$ cat src/rtl/axil_pkg.sv
// Shared constants for the AXI4-lite read watchdog: response codes, FSM state
// encoding and a saturating increment used by the optional statistics counter.
package axil_pkg;

  localparam logic [1:0] AXIL_RESP_OKAY   = 2'b00;
  localparam logic [1:0] AXIL_RESP_SLVERR = 2'b10;

  localparam logic [2:0] ST_IDLE  = 3'd0;
  localparam logic [2:0] ST_ADDR  = 3'd1;
  localparam logic [2:0] ST_DATA  = 3'd2;
  localparam logic [2:0] ST_RESP  = 3'd3;
  localparam logic [2:0] ST_DRAIN = 3'd4;

  function automatic logic [15:0] sat_inc16(input logic [15:0] v);
    return (v == 16'hFFFF) ? v : v + 16'd1;
  endfunction

endpackage

$ cat src/rtl/axil_timeout_ctr.sv
// Watchdog cycle counter: cleared on a new read, counts while enabled and
// saturates at TIMEOUT-1, where 'expire' is asserted combinationally.
module axil_timeout_ctr #(
  parameter int unsigned TIMEOUT = 1024
) (
  input  logic clk,
  input  logic rst_n,
  input  logic clear,
  input  logic enable,
  output logic expire
);

  localparam int unsigned   CW   = (TIMEOUT > 2) ? $clog2(TIMEOUT) : 1;
  localparam logic [CW-1:0] LAST = CW'(TIMEOUT - 1);

  logic [CW-1:0] cnt_q, cnt_d;

  assign expire = (cnt_q == LAST);

  // Saturating keeps the budget exhausted if an AR handshake lands on the
  // expiry cycle, so the data phase times out on its first idle cycle.
  always_comb begin
    cnt_d = cnt_q;
    if (clear) begin
      cnt_d = '0;
    end else if (enable && !expire) begin
      cnt_d = cnt_q + CW'(1);
    end
  end

  always_ff @(posedge clk or negedge rst_n) begin
    if (!rst_n) begin
      cnt_q <= '0;
    end else begin
      cnt_q <= cnt_d;
    end
  end

endmodule

$ cat src/rtl/axil_rd_timeout.sv
// Per-lane AXI4-lite read watchdog: forwards one read at a time and forces a
// SLVERR response if the slave stalls. Optional stats: AXIL_RD_TIMEOUT_STATS_EN.
module axil_rd_timeout
  import axil_pkg::*;
#(
  parameter int unsigned ADDR_WIDTH = 32,
  parameter int unsigned DATA_WIDTH = 32,
  parameter int unsigned TIMEOUT    = 1024,
  parameter logic [63:0] ERR_DATA   = 64'd0
) (
  input  logic                  clk,
  input  logic                  rst_n,
  input  logic [ADDR_WIDTH-1:0] s_axil_araddr,
  input  logic [2:0]            s_axil_arprot,
  input  logic                  s_axil_arvalid,
  output logic                  s_axil_arready,
  output logic [DATA_WIDTH-1:0] s_axil_rdata,
  output logic [1:0]            s_axil_rresp,
  output logic                  s_axil_rvalid,
  input  logic                  s_axil_rready,
  output logic [ADDR_WIDTH-1:0] m_axil_araddr,
  output logic [2:0]            m_axil_arprot,
  output logic                  m_axil_arvalid,
  input  logic                  m_axil_arready,
  input  logic [DATA_WIDTH-1:0] m_axil_rdata,
  input  logic [1:0]            m_axil_rresp,
  input  logic                  m_axil_rvalid,
  output logic                  m_axil_rready,
  output logic                  timeout_pulse
`ifdef AXIL_RD_TIMEOUT_STATS_EN
  ,
  output logic [15:0]           timeout_count
`endif
);

  localparam logic [DATA_WIDTH-1:0] ERR_DATA_W = DATA_WIDTH'(ERR_DATA);

  logic [2:0]            state_q, state_d;
  logic                  ar_pend_q, ar_pend_d;
  logic                  r_owe_q, r_owe_d;
  logic [ADDR_WIDTH-1:0] araddr_q, araddr_d;
  logic [2:0]            arprot_q, arprot_d;
  logic [DATA_WIDTH-1:0] rdata_q, rdata_d;
  logic [1:0]            rresp_q, rresp_d;
  logic                  s_arready_q, s_arready_d;
  logic                  s_rvalid_q, s_rvalid_d;
  logic                  m_arvalid_q, m_arvalid_d;
  logic                  m_rready_q, m_rready_d;
  logic                  timeout_pulse_q, timeout_pulse_d;

  logic s_ar_hs, s_r_hs, m_ar_hs, m_r_hs;
  logic ctr_clear, ctr_enable, expire;

  assign s_ar_hs = s_axil_arvalid && s_arready_q;
  assign s_r_hs  = s_rvalid_q && s_axil_rready;
  assign m_ar_hs = m_arvalid_q && m_axil_arready;
  assign m_r_hs  = m_axil_rvalid && m_rready_q;

  assign ctr_clear  = (state_q == ST_IDLE) && s_ar_hs;
  assign ctr_enable = (state_q == ST_ADDR) || (state_q == ST_DATA);

  axil_timeout_ctr #(
    .TIMEOUT (TIMEOUT)
  ) u_ctr (
    .clk    (clk),
    .rst_n  (rst_n),
    .clear  (ctr_clear),
    .enable (ctr_enable),
    .expire (expire)
  );

  always_comb begin
    state_d         = state_q;
    ar_pend_d       = ar_pend_q;
    r_owe_d         = r_owe_q;
    araddr_d        = araddr_q;
    arprot_d        = arprot_q;
    rdata_d         = rdata_q;
    rresp_d         = rresp_q;
    timeout_pulse_d = 1'b0;

    // An abandoned AR that finally gets accepted now owes us a discarded R beat.
    if (ar_pend_q && m_ar_hs) begin
      ar_pend_d = 1'b0;
      r_owe_d   = 1'b1;
    end
    if (r_owe_q && m_r_hs) begin
      r_owe_d = 1'b0;
    end

    case (state_q)
      ST_IDLE: begin
        if (s_ar_hs) begin
          araddr_d = s_axil_araddr;
          arprot_d = s_axil_arprot;
          state_d  = ST_ADDR;
        end
      end
      ST_ADDR: begin
        if (m_ar_hs) begin
          state_d = ST_DATA;
        end else if (expire) begin
          rdata_d         = ERR_DATA_W;
          rresp_d         = AXIL_RESP_SLVERR;
          timeout_pulse_d = 1'b1;
          ar_pend_d       = 1'b1;
          state_d         = ST_RESP;
        end
      end
      ST_DATA: begin
        if (m_r_hs) begin
          rdata_d = m_axil_rdata;
          rresp_d = m_axil_rresp;
          state_d = ST_RESP;
        end else if (expire) begin
          rdata_d         = ERR_DATA_W;
          rresp_d         = AXIL_RESP_SLVERR;
          timeout_pulse_d = 1'b1;
          r_owe_d         = 1'b1;
          state_d         = ST_RESP;
        end
      end
      ST_RESP: begin
        if (s_r_hs) begin
          state_d = (ar_pend_d || r_owe_d) ? ST_DRAIN : ST_IDLE;
        end
      end
      ST_DRAIN: begin
        if (!ar_pend_d && !r_owe_d) begin
          state_d = ST_IDLE;
        end
      end
      default: state_d = ST_IDLE;
    endcase

    // Handshake outputs are registered from the next state.
    s_arready_d = (state_d == ST_IDLE);
    s_rvalid_d  = (state_d == ST_RESP);
    m_arvalid_d = (state_d == ST_ADDR) || ar_pend_d;
    m_rready_d  = (state_d == ST_DATA) || r_owe_d;
  end

  always_ff @(posedge clk or negedge rst_n) begin
    if (!rst_n) begin
      state_q         <= ST_IDLE;
      ar_pend_q       <= 1'b0;
      r_owe_q         <= 1'b0;
      araddr_q        <= '0;
      arprot_q        <= '0;
      rdata_q         <= '0;
      rresp_q         <= '0;
      s_arready_q     <= 1'b0;
      s_rvalid_q      <= 1'b0;
      m_arvalid_q     <= 1'b0;
      m_rready_q      <= 1'b0;
      timeout_pulse_q <= 1'b0;
    end else begin
      state_q         <= state_d;
      ar_pend_q       <= ar_pend_d;
      r_owe_q         <= r_owe_d;
      araddr_q        <= araddr_d;
      arprot_q        <= arprot_d;
      rdata_q         <= rdata_d;
      rresp_q         <= rresp_d;
      s_arready_q     <= s_arready_d;
      s_rvalid_q      <= s_rvalid_d;
      m_arvalid_q     <= m_arvalid_d;
      m_rready_q      <= m_rready_d;
      timeout_pulse_q <= timeout_pulse_d;
    end
  end

  assign s_axil_arready = s_arready_q;
  assign s_axil_rdata   = rdata_q;
  assign s_axil_rresp   = rresp_q;
  assign s_axil_rvalid  = s_rvalid_q;
  assign m_axil_araddr  = araddr_q;
  assign m_axil_arprot  = arprot_q;
  assign m_axil_arvalid = m_arvalid_q;
  assign m_axil_rready  = m_rready_q;
  assign timeout_pulse  = timeout_pulse_q;

`ifdef AXIL_RD_TIMEOUT_STATS_EN
  logic [15:0] timeout_count_q, timeout_count_d;

  always_comb begin
    timeout_count_d = timeout_count_q;
    if (timeout_pulse_q) begin
      timeout_count_d = sat_inc16(timeout_count_q);
    end
  end

  always_ff @(posedge clk or negedge rst_n) begin
    if (!rst_n) begin
      timeout_count_q <= '0;
    end else begin
      timeout_count_q <= timeout_count_d;
    end
  end

  assign timeout_count = timeout_count_q;
`endif

endmodule
$ cat config.mk
export PLATFORM = sky130hd
export DESIGN_NAME = axil_rd_timeout
export DESIGN_NICKNAME = d
export VERILOG_FILES = /design/src/rtl/axil_pkg.sv /design/src/rtl/axil_timeout_ctr.sv /design/src/rtl/axil_rd_timeout.sv
export SDC_FILE = /design/constraint.sdc
export NUM_CORES = 1
export LEC_CHECK = 0
export CAP_MARGIN = 20
export CELL_PAD_IN_SITES_DETAIL_PLACEMENT = 1
export CELL_PAD_IN_SITES_GLOBAL_PLACEMENT = 1
export CORE_MARGIN = 3
export CORE_UTILIZATION = 30
export CTS_CLUSTER_DIAMETER = 120
export CTS_CLUSTER_SIZE = 14
export DETAILED_ROUTE_END_ITERATION = 10
export HOLD_SLACK_MARGIN = 0.03
export PLACE_DENSITY_LB_ADDON = 0.08
export SYNTH_ARGS = -nofsm -noshare
export SYNTH_HDL_FRONTEND = slang
export SYNTH_SLANG_ARGS = --single-unit
$ cat constraint.sdc
create_clock -name clk -period 3.82 [get_ports clk]
set_input_delay 0.382 -clock clk [delete_from_list [all_inputs] [get_ports clk]]
set_output_delay 0.382 -clock clk [all_outputs]
set_load 0.01 [all_outputs]
==> impl_results.md <==
* Final core utilization at 48.1%
* GRT Util Overall at 16.9%
* Arrival time of the worst setup path at 2.39 ns
* Cell Pwr Density at 800 nW/um^2
* Sequential share of the synthesized area at between 60% and 70%
* Post-DP HPWL at ~7.6 mm
* Reg-to-reg startpoint: state_q[2]
* Crit Path Max Fanout at 34
* Status: finished clean
* I/O Pins at approximately 150
* Hold crit path type: input port to async pin
* Antenna violations before repair at 0
* Critical path cell sequence: or3b_1, nor2_4, buf_4, o22ai_2, buf_4, a22o_1
* Setup TNS Final at 0 ns
* Core area at 11500 um^2
* Pleak at 2.52 nW
* Gr ovfl total at 0
* Number of global-route vias before repair at 3221
* Drt first pass iters at 4
* Syn_nets at 409
* DR DRC count at 0
* Design Area, Final at 5510 um^2
* Top post-synthesis cells by area: dfrtp_1, nand2_1, a22o_1, a21oi_1, clkbuf_1
* Via density at 4.85
* Pin count of the biggest net entering global routing at 71
* WL final at between 10 and 15 mm
* Worst setup path category: register to register
* Flops & latches, synth at 89
* Final period utilization at between 50 and 60%
* Clk_lat worst skew at 0.34 ns
* Ys Warns at 0
* Number of fill cells at 1260
* Crit-path max cell delay at 0.47 ns
* Cell taking the most area after synthesis: dfrtp_1
* Final Hold Viols at 0
* Placed Area at 5160 um^2
* CTS Buf Count at 9
* Startpoint Class: register
* Die footprint at 13200 um^2
* Worst slew margin at 40.5%
* RR Endpoint: s_axil_rdata[24]
* Routed wire per std cell at 17.1 um
* Slew Viols, Final at 0
* Die Ht at 115 um
* Hold WS at 0.173 ns
* Starting DRC count in detailed routing at 144
* Gates resized, CTS repair at 0
* IO buf count at 148
* Reg2reg path depth at 6
* Commonest non-fill, non-tap cell in the layout: clkdlybuf4s50_1
* Avg Synthesized Cell Area at roughly 11 um^2
* Crit-path most repeated cell: buf_4
* Placement Rows at 39
* Synth-to-Final Area Change at 55.4%
* Clk sinks at 89
* Clock Tree Buf Depth at 2
* Cell Area, Synth at 3550 um^2
* Multi-input gate area at 1220 um^2
* Register area at 2230 um^2
* Final nets at 555
* Distinct cells, synth at just over 40
* Final setup violation count at 0
* Vias at 3038
* Critical Path RT at 4.05 ns
* Register-to-register setup slack at about 1.7 ns
* Setup bufs post-CTS at 0
* Root Driver: clkbuf_16
* Most frequent cells in the layout: clkdlybuf4s50_1, nand2_1, dfrtp_1
* H-tree depth at 3
* Total chip power at between 0.004 and 0.005 W
* Initial Util at ~31%
* Critical-path top delay cell: dfrtp_1
* Top-area cell type share of the netlist area at between 60% and 70%
* Maximum VDD drop at 358 uV
* FMAX at 461 MHz
* Setup crit end kind: register
* N_diodes at 0
* Final min period at 2.17 ns
* Max-cap violations at 0
* Share of cells above drive strength 1 at 5.37%
* Hold Buf Count CTS at 0
* DRT antenna net count at 0
* Die X at 115 um
* Clk slew on worst S/H paths at 0.07 ns
* Skew final at 0.00673 ns
* Syn Inst Count at 333
* RePlAce Congestion at around 0.75
* Slew @ Worst Pin at 0.892 ns
* TritonCTS clock tree: yes
* First-pass GRT wire length at 17.4 mm
* RSZ-0062 raised after global routing: no
[logic make-up (layout without fill, tap and decap cells)]
group	after synthesis	after routing	synth area share [%]
muxes	3	3	0.846
DFF	89	89	62.8
adders and majority gates	1	1	0.353
xor gates and xnor gates	1	1	0.247
buffers and inverters	24	175	3.07
and+or+nand+nor	155	155	19.5
AOI/OAI and AO/OA	60	60	13.2
[synth_stat cells, drive strengths merged]
library cell  instances
o21ai                 2
or4                   4
a22o                 33
mux2i                 3
o311ai                1
or3b                  1
nand3                 6
nor4b                 2
a32oi                 1
and2                  3
nor3                  6
o21a                  1
a211oi                1
xnor2                 1
or2                   1
nor3b                 1
nand4b                2
inv                   6
o31ai                 5
nand4                 2
buf                   6
nand2               116
o2bb2ai               1
a21oi                10
clkbuf               12
dfrtp                89
or3                   4
nor2b                 1
and3b                 1
o2111ai               1
a2111o                1
ha                    1
o22ai                 1
nor2                  4
nand2b                1
o21bai                2
[flip-flops by register name, summed over array words and instances (netlist names)]
name / count
u_ctr.cnt_q: 10
m_axil_araddr: 32
s_axil_rvalid: 1
ar_pend_q: 1
s_axil_arready: 1
m_axil_arvalid: 1
s_axil_rdata: 32
timeout_pulse: 1
s_axil_rresp: 2
m_axil_arprot: 3
m_axil_rready: 1
state_q: 3
r_owe_q: 1
[worst max-delay path: cells and delay by family, from the launching register on]
kind | cells | cell delay, ns
buf+inv | 2 | 0.62
simple gates | 2 | 0.58
flops | 1 | 0.47
compound gates | 2 | 0.36
[per-layer routing]
metal  GRT usage, %  share of wire (%)  vias to the layer above
li1               -                  -                     1430
met1           21.5                 43                     1499
met2           27.0                 47                      102
met3           7.58                9.0                        7
met4           3.52               0.75                        0
met5              0                  0                        -
[per-stage QoR]
stage / worst slack (ns) / cells
3_5_place_dp: 1.57 / 611
4_1_cts: 1.63 / 627
3_3_place_gp: 1.63 / 611
2_1_floorplan: 2.04 / 333
6_report: 1.65 / 627
5_1_grt: 1.49 / 627
[worst max-delay path by stage]
| stage | start | end | slack [ns] | depth (start not counted) |
|---|---|---|---|---|
| after floorplan | state_q[0] | u_ctr.cnt_q[7] | 2.04 | 5 |
| after CTS | state_q[2] | s_axil_rdata[24] | 1.63 | 6 |
| final | state_q[2] | s_axil_rdata[24] | 1.65 | 6 |
| after global placement | m_axil_rvalid | s_axil_rdata[6] | 1.63 | 7 |
| after detailed placement | m_axil_rvalid | s_axil_rdata[16] | 1.57 | 7 |
| after global routing | u_ctr.cnt_q[0] | s_axil_rdata[3] | 1.49 | 6 |
[layout make-up]
| class | instances | area share (%) |
|---|---|---|
| clock buffer | 9 | 4.09 |
| timing repair buffer | 153 | 27.5 |
| multi-input combinational | 220 | 22.1 |
| inverter | 6 | 0.409 |
| sequential | 89 | 40.4 |
| clock inverter | 7 | 2.25 |
| tap | 143 | 3.25 |
[where the power goes]
part	switching, W	internal (W)	total, W
Clock	0.000386	0.000645	0.00103
Combinational	0.000770	0.000978	0.00175
Sequential	0.000276	0.00136	0.00163
Total	0.00143	0.00298	0.00441
No activity file was read; power rests on OpenSTA's default activity.
